==> src/rtl/s_p.sv <==
// rtl/s_p.sv - serial-to-parallel ping-pong framer feeding the first radix-4 stage
module s_p #(
    parameter int DATA_W = 34
) (
    input  logic                  clk,
    input  logic                  rst,
    input  logic [DATA_W-1:0]     data_in,
    input  logic                  in_valid,
    input  logic                  in_sop,
    output logic [4*DATA_W-1:0]   data_out,
    output logic                  out_valid,
    output logic                  out_sop
);

    typedef enum logic {IDLE, DRAIN} state_t;

    logic [DATA_W-1:0]   mem [2][16];
    logic [3:0]          wr_cnt;
    logic [3:0]          wr_idx;
    logic                wr_bank;
    logic                rd_bank;
    logic [1:0]          full;
    logic [1:0]          rd_cnt;
    state_t              state;
    logic                rd_go;
    logic [1:0]          set_mask;
    logic [1:0]          clr_mask;
    logic [4*DATA_W-1:0] rd_beat;

    assign wr_idx = in_sop ? 4'd0 : wr_cnt;

    // A full bank is drained starting on the very edge it is seen, so the
    // first beat lands two cycles after the closing sample.
    assign rd_go = (state == DRAIN) || full[rd_bank];

    assign set_mask = (in_valid && wr_idx == 4'd15) ? (2'b01 << wr_bank) : 2'b00;
    assign clr_mask = (rd_go && rd_cnt == 2'd3) ? (2'b01 << rd_bank) : 2'b00;

    always_comb begin
        rd_beat = '0;
        for (int j = 0; j < 4; j++) begin
            rd_beat[j*DATA_W +: DATA_W] = mem[rd_bank][4'(4*j) + {2'b00, rd_cnt}];
        end
    end

    always_ff @(posedge clk) begin
        if (in_valid) begin
            mem[wr_bank][wr_idx] <= data_in;
        end
    end

    always_ff @(posedge clk) begin
        if (rst) begin
            wr_cnt    <= '0;
            wr_bank   <= 1'b0;
            rd_bank   <= 1'b0;
            full      <= 2'b00;
            rd_cnt    <= '0;
            state     <= IDLE;
            out_valid <= 1'b0;
            out_sop   <= 1'b0;
            data_out  <= '0;
        end else begin
            full <= (full & ~clr_mask) | set_mask;

            if (in_valid) begin
                wr_cnt <= wr_idx + 4'd1;
                if (wr_idx == 4'd15) begin
                    wr_bank <= ~wr_bank;
                end
            end

            if (rd_go) begin
                data_out  <= rd_beat;
                out_valid <= 1'b1;
                out_sop   <= (rd_cnt == 2'd0);
                rd_cnt    <= rd_cnt + 2'd1;
                if (rd_cnt == 2'd3) begin
                    rd_bank <= ~rd_bank;
                    state   <= full[~rd_bank] ? DRAIN : IDLE;
                end else begin
                    state   <= DRAIN;
                end
            end else begin
                out_valid <= 1'b0;
                out_sop   <= 1'b0;
                state     <= IDLE;
            end
        end
    end

endmodule

==> config.mk <==
export PLATFORM = sky130hd
export DESIGN_NAME = s_p
export DESIGN_NICKNAME = d
export VERILOG_FILES = /design/src/rtl/s_p.sv
export SDC_FILE = /design/constraint.sdc
export NUM_CORES = 1
export LEC_CHECK = 0
export BUFFER_PORTS_ARGS = -buffer_cell sky130_fd_sc_hd__buf_2
export CORE_AREA = 2 2 268 534
export DETAILED_ROUTE_END_ITERATION = 7
export DIE_AREA = 0 0 270 536
export GPL_TIMING_DRIVEN = 0
export PLACE_DENSITY = 0.53
export REMOVE_ABC_BUFFERS = 1
export SETUP_SLACK_MARGIN = 0.1
export SLEW_MARGIN = 20
export SYNTH_ARGS = -nofsm -noshare
export SYNTH_HDL_FRONTEND = slang
export SYNTH_SLANG_ARGS = --single-unit
==> constraint.sdc <==
create_clock -name clk -period 11.6 [get_ports clk]
set_input_delay 1.16 -clock clk [delete_from_list [all_inputs] [get_ports clk]]
set_output_delay 1.16 -clock clk [all_outputs]
set_load 0.01 [all_outputs]
==> flow_metrics.tcl, run 1 <==
set metrics [dict create \
    htree_levels 3 \
    syn2layout_area_growth_pct 18.9 \
    dr_wl_met3_mm 7.17 \
    ys_top_cells_by_area "edfxtp_1, mux4_2, dfxtp_1, mux2i_1, a221o_1" \
    skew_ns 0.0302 \
    synth_top_area_share_pct 70.9 \
    worstPathArrival_ns 3.41 \
    cp-startpoint "in_valid" \
    status "finished clean" \
    wl_met1_mm 45.4 \
    crit_fanout 15 \
    stdcell_count 4694 \
    drive_above_1_share_pct 23.8 \
    syn_area_per_cell_sq_um 18.9 \
    synth_area_sq_um 46100 \
    ant_nets 0 \
    critPathKind "input pin to flip-flop" \
    fill_cells 12684 \
    grt_first_pass_wirelength_mm 175 \
    num-nets-final 2772 \
    multiInputGateArea_sq_um 9630 \
    rows 195 \
    hp-start "data_out[61]" \
    final_common_cell "edfxtp_1" \
    viasPerCell 5.03 \
    routed.top_layer "met5" \
    relSlewSlack_pct 41.8 \
    cp-start-kind "input pin" \
    cts.sinks 1238 \
    synthCells 2436 \
    fin_hold_ws_ns 0.444 \
    timing.setup.tns_ns 0 \
    finalCriticalPeriod_ns 3.01 \
    total_power_uw 8570 \
    cp-end-kind "flip-flop" \
    async_flop_share_pct 0 \
    place.gp.congestion 0.678 \
    path_clk_slew_ns 0.07 \
    yosysSeqAreaShare_pct 77.4 \
    die_width_microns 270 \
    hold_violations 0 \
    final_cell_area_sq_um 54800 \
    cts_tree "done" \
    maxCapViolations 0 \
    grt_pass1_vias 25090 \
    setup_viol 0 \
    synth-main-ff-cell "edfxtp_1" \
    cts_resized 0 \
    required_ns 11.99 \
    die_y_microns 536 \
    dp_hpwl_mm 82.0 \
    wire_per_inst_microns 25.9 \
    yosysWarnings 0 \
    dr.first_iter.drc_count 1797 \
    synth.ff_latch_count 1238 \
    placed_cell_area_sq_um 51300 \
    coreArea_sq_um 141000 \
    power.leakage_uw 0.0173 \
    cts_setup_buffers 0 \
    placed_cells 4492 \
    synth.distinct_cells 40 \
    drc 0 \
    seq_area_sq_um 35700 \
    vias 23614 \
    hp-class "flip-flop to flip-flop" \
    synth_edf_count 1088 \
    grt.total_usage_pct 16.7 \
    worst_pin_slew_ns 0.868 \
    yosysTopAreaCell "edfxtp_1" \
    wl_met2_mm 66.0 \
    drt_pass1_iterations 5 \
    start_util_pct 32.7 \
    fmax_mhz 332 \
    period_share_pct 26.0 \
    root_buffer "clkbuf_16" \
    cts_max_path_buffers 3 \
    io_buffers 175 \
    numCtsBuffers 107 \
    power.density_nw_per_um2 156 \
    ir_drop_mv 0.105 \
    wl_mm 122 \
    grt_max_degree 43 \
    dieArea_sq_um 145000 \
    clkLatencyLatePin_ns 0.70 \
    final_cell_mix "edfxtp_1, mux2i_1, buf_2" \
    pin_count 176 \
    antenna_found_initial 5 \
    slew_violations 0 \
    hold_buffers 0 \
    rsz0062_at_grt "false" \
    grt.overflow.total 0 \
]
[sequential cells by signal, indices dropped and copies added, names as in the netlist, named ones only]
signal and cells:
mem 1088, data_out 136, wr_cnt 4, full 2, rd_cnt 2, out_sop 1
out_valid 1, rd_bank 1, state 1, wr_bank 1
[report_power, final]
part	internal, uW	leakage [uW]	switching (uW)	total (uW)
sequential	4850	0.0110	3.79	4850
clock	2010	0.00172	1590	3600
combinational	23.4	0.00456	86.5	110
total	6890	0.0173	1680	8570
[worst max-delay path, cell delays in order]
cell and delay (ns):
buf_2 0.23, inv_1 0.12, or4b_4 0.61, or2_2 0.39
nor2_4 0.58, buf_12 0.27
[stage by stage]
stage | worst slack [ns] | utilization [%]
2_1_floorplan | -4.63 | -
3_3_place_gp | -10.47 | 34.3
3_5_place_dp | 7.90 | 36.4
4_1_cts | 8.53 | 38.9
5_1_grt | 8.38 | 38.9
6_report | 8.59 | 38.9
[worst paths after layout]
path                                 endpoint  slack [ns]  depth (start not counted)
worst max-delay path              mem[0][290]        8.59                          6
worst min-delay path             data_out[61]        0.44                          2
worst max register to register  data_out[131]        8.60                          7
worst min register to register   data_out[61]        0.44                          2
[cells by family (layout without fill, tap and decap cells)]
| logic type | count (synthesis) | in the layout | synth area share (%) |
|---|---|---|---|
| other | 0 | 2 | 0 |
| multiplexers | 410 | 410 | 12.6 |
| XOR/XNOR | 2 | 2 | 0.0380 |
| AND/OR/NAND/NOR | 342 | 342 | 2.97 |
| adder cells (fa/ha/maj) | 4 | 4 | 0.109 |
| flip-flops | 1238 | 1238 | 77.4 |
| AO/OA/AOI/OAI | 290 | 290 | 4.66 |
| buffers and inverters | 150 | 535 | 2.24 |
[layout make-up]
type,instances,area share (%)
repair buffers,326,6.55
clock inverters,46,0.781
clock buffers,154,5.65
well taps,1871,4.27
multi-input cells,1048,17.6
inverters,9,0.0662
flip-flops and latches,1238,65.1
diodes,2,0.00913
[cell usage after synthesis (14+ instances only)]
library cell	number
edfxtp_1	1088
mux2i_1	273
nor2_1	175
dfxtp_1	150
nand2_1	138
mux4_2	136
a221o_1	135
o21ai_1	131
clkbuf_1	44
buf_2	37
buf_4	14
buf_6	14
[routing by layer]
metal | global-route usage, % | up-vias
met4 | 5.12 | 6
met3 | 3.75 | 176
met5 | 0 | -
li1 | - | 10285
met2 | 31.2 | 661
met1 | 18.7 | 12486
Note: power is estimated with default switching activity, not from simulation.
==> inputs of run 2 (changes only) <==
==> constraint.sdc (replaced) <==
create_clock -name clk -period 3 [get_ports clk]
set_input_delay 0.3 -clock clk [delete_from_list [all_inputs] [get_ports clk]]
set_output_delay 0.3 -clock clk [all_outputs]
set_load 0.01 [all_outputs]
==> flow_metrics.tcl, run 2 (synthesized netlist as in run 1, its figures left out) <==
set metrics [dict create \
    top_register "mem" \
    finalWorstSetupSlack_ns 0.201 \
    setup_viol 0 \
    wire_per_inst_microns 25.9 \
    cp-startpoint "rd_cnt[1]" \
    dr.first_iter.drc_count 1864 \
    clkLatencyLatePin_ns 0.70 \
    largest_reg_flops 1088 \
    r2r-start "rd_cnt[1]" \
    power.density_nw_per_um2 604 \
    grt_max_degree 43 \
    fmax_mhz 357 \
    rsz0062_at_grt "false" \
    viasPerCell 5.06 \
    critPathKind "flip-flop to flip-flop" \
    worstPathArrival_ns 3.38 \
    grt_first_pass_wirelength_mm 176 \
    drc 0 \
    grt_pass1_vias 25133 \
    dp_hpwl_mm 82.0 \
    fin_hold_ws_ns 0.0769 \
    rows 195 \
    pin_count 176 \
    maxCapViolations 0 \
    worst_pin_slew_ns 0.895 \
    relSlewSlack_pct 40.0 \
    grt.total_usage_pct 16.7 \
    period_share_pct 93.3 \
    path_clk_slew_ns 0.07 \
    slew_violations 0 \
    total_power_uw 33100 \
    status "finished clean" \
    syn2layout_area_growth_pct 19.0 \
    ir_drop_mv 0.406 \
    cp-end-kind "flip-flop" \
    root_buffer "clkbuf_16" \
    final_common_cell "edfxtp_1" \
    post-place-ws_ns -0.0528 \
    io_buffers 175 \
    cts_max_path_buffers 3 \
    die_width_microns 270 \
    required_ns 3.58 \
    grt.overflow.total 0 \
    finalCriticalPeriod_ns 2.80 \
    final_cell_mix "edfxtp_1, mux2i_1, buf_2" \
    endpoint "data_out[56]" \
    hold_violations 0 \
    ff2ff_path_depth 8 \
    largest_registers "mem (1088), data_out (136), wr_cnt (4)" \
    crit_fanout 31 \
    skew_ns 0.0319 \
    start_util_pct 32.7 \
    power.leakage_uw 0.0173 \
    antenna_found_initial 4 \
    timing.setup.tns_ns 0 \
    cp-start-kind "flip-flop" \
    vias 23754 \
    num-nets-final 2776 \
    cts_tree "done" \
    drive_above_1_share_pct 23.9 \
    hp-class "input pin to flip-flop" \
    htree_levels 3 \
    coreArea_sq_um 141000 \
    ant_nets 0 \
    rrSetupSlack_ns 0.20 \
    hp-start "data_in[12]" \
    cts.sinks 1238 \
    place.gp.congestion 0.678 \
    drt_pass1_iterations 6 \
    wl_mm 122 \
    r2r-end "data_out[56]" \
    die_y_microns 536 \
    numCtsBuffers 107 \
    dieArea_sq_um 145000 \
]
run 2: cell type report:
type                    instances  area [sq um]
multi-input cells            1048          9640
fillers                     12681         85900
clock inverters                46           428
repair buffers                330          3640
inverters                       9          36.3
well taps                    1871          2340
clock buffers                 154          3100
diodes                          2          5.00
flip-flops and latches       1238         35700
run 2: through the flow:
step	util, %	cells	area [sq um]
after detailed placement	36.4	4492	51300
after CTS	39.0	4696	54900
after global routing	39.0	4698	54900
final	39.0	4698	54900
after floorplan	-	2295	45100
after global placement	34.3	4341	48300
run 2: where the power goes:
| part | switching [uW] | total, uW | internal, uW |
|---|---|---|---|
| combinational | 334 | 427 | 92.7 |
| clock | 6150 | 13900 | 7790 |
| sequential | 14.5 | 18800 | 18800 |
run 2: worst min path at each step:
stage | endpoint | slack [ns] | cells after the start
5_1_grt | mem[0][318] | 0.06 | 1
6_report | mem[0][318] | 0.08 | 1
3_3_place_gp | data_out[40] | 0.44 | 2
3_5_place_dp | data_out[17] | 0.44 | 2
2_1_floorplan | flip-flop | 0.37 | 1
4_1_cts | mem[0][318] | 0.02 | 1
run 2: timing repair:
action	CTS	global route
endpoints found under the setup margin	26	2
setup buffers	2	0
hold buffers	2	0
cloned	0	0
gates resized for setup	2	0
pin swaps	0	1
hold endpoints to repair	11	0
run 2: per-layer routing:
layer  track usage [%]  wire length (microns)  part of all wire, %
met1              18.8                  45100                   37
met5                 0                     27                0.022
met2              31.3                  66300                   54
met4              5.19                   3040                  2.5
met3              3.55                   7290                  6.0
run 2: worst max-delay path: stages (launching register included):
cell	delay, ns
dfxtp_4	0.72
inv_2	0.17
nor2_4	0.63
buf_12	0.27
buf_12	0.21
buf_12	0.20
buf_12	0.20
a221o_1	0.15
o21ai_0	0.07
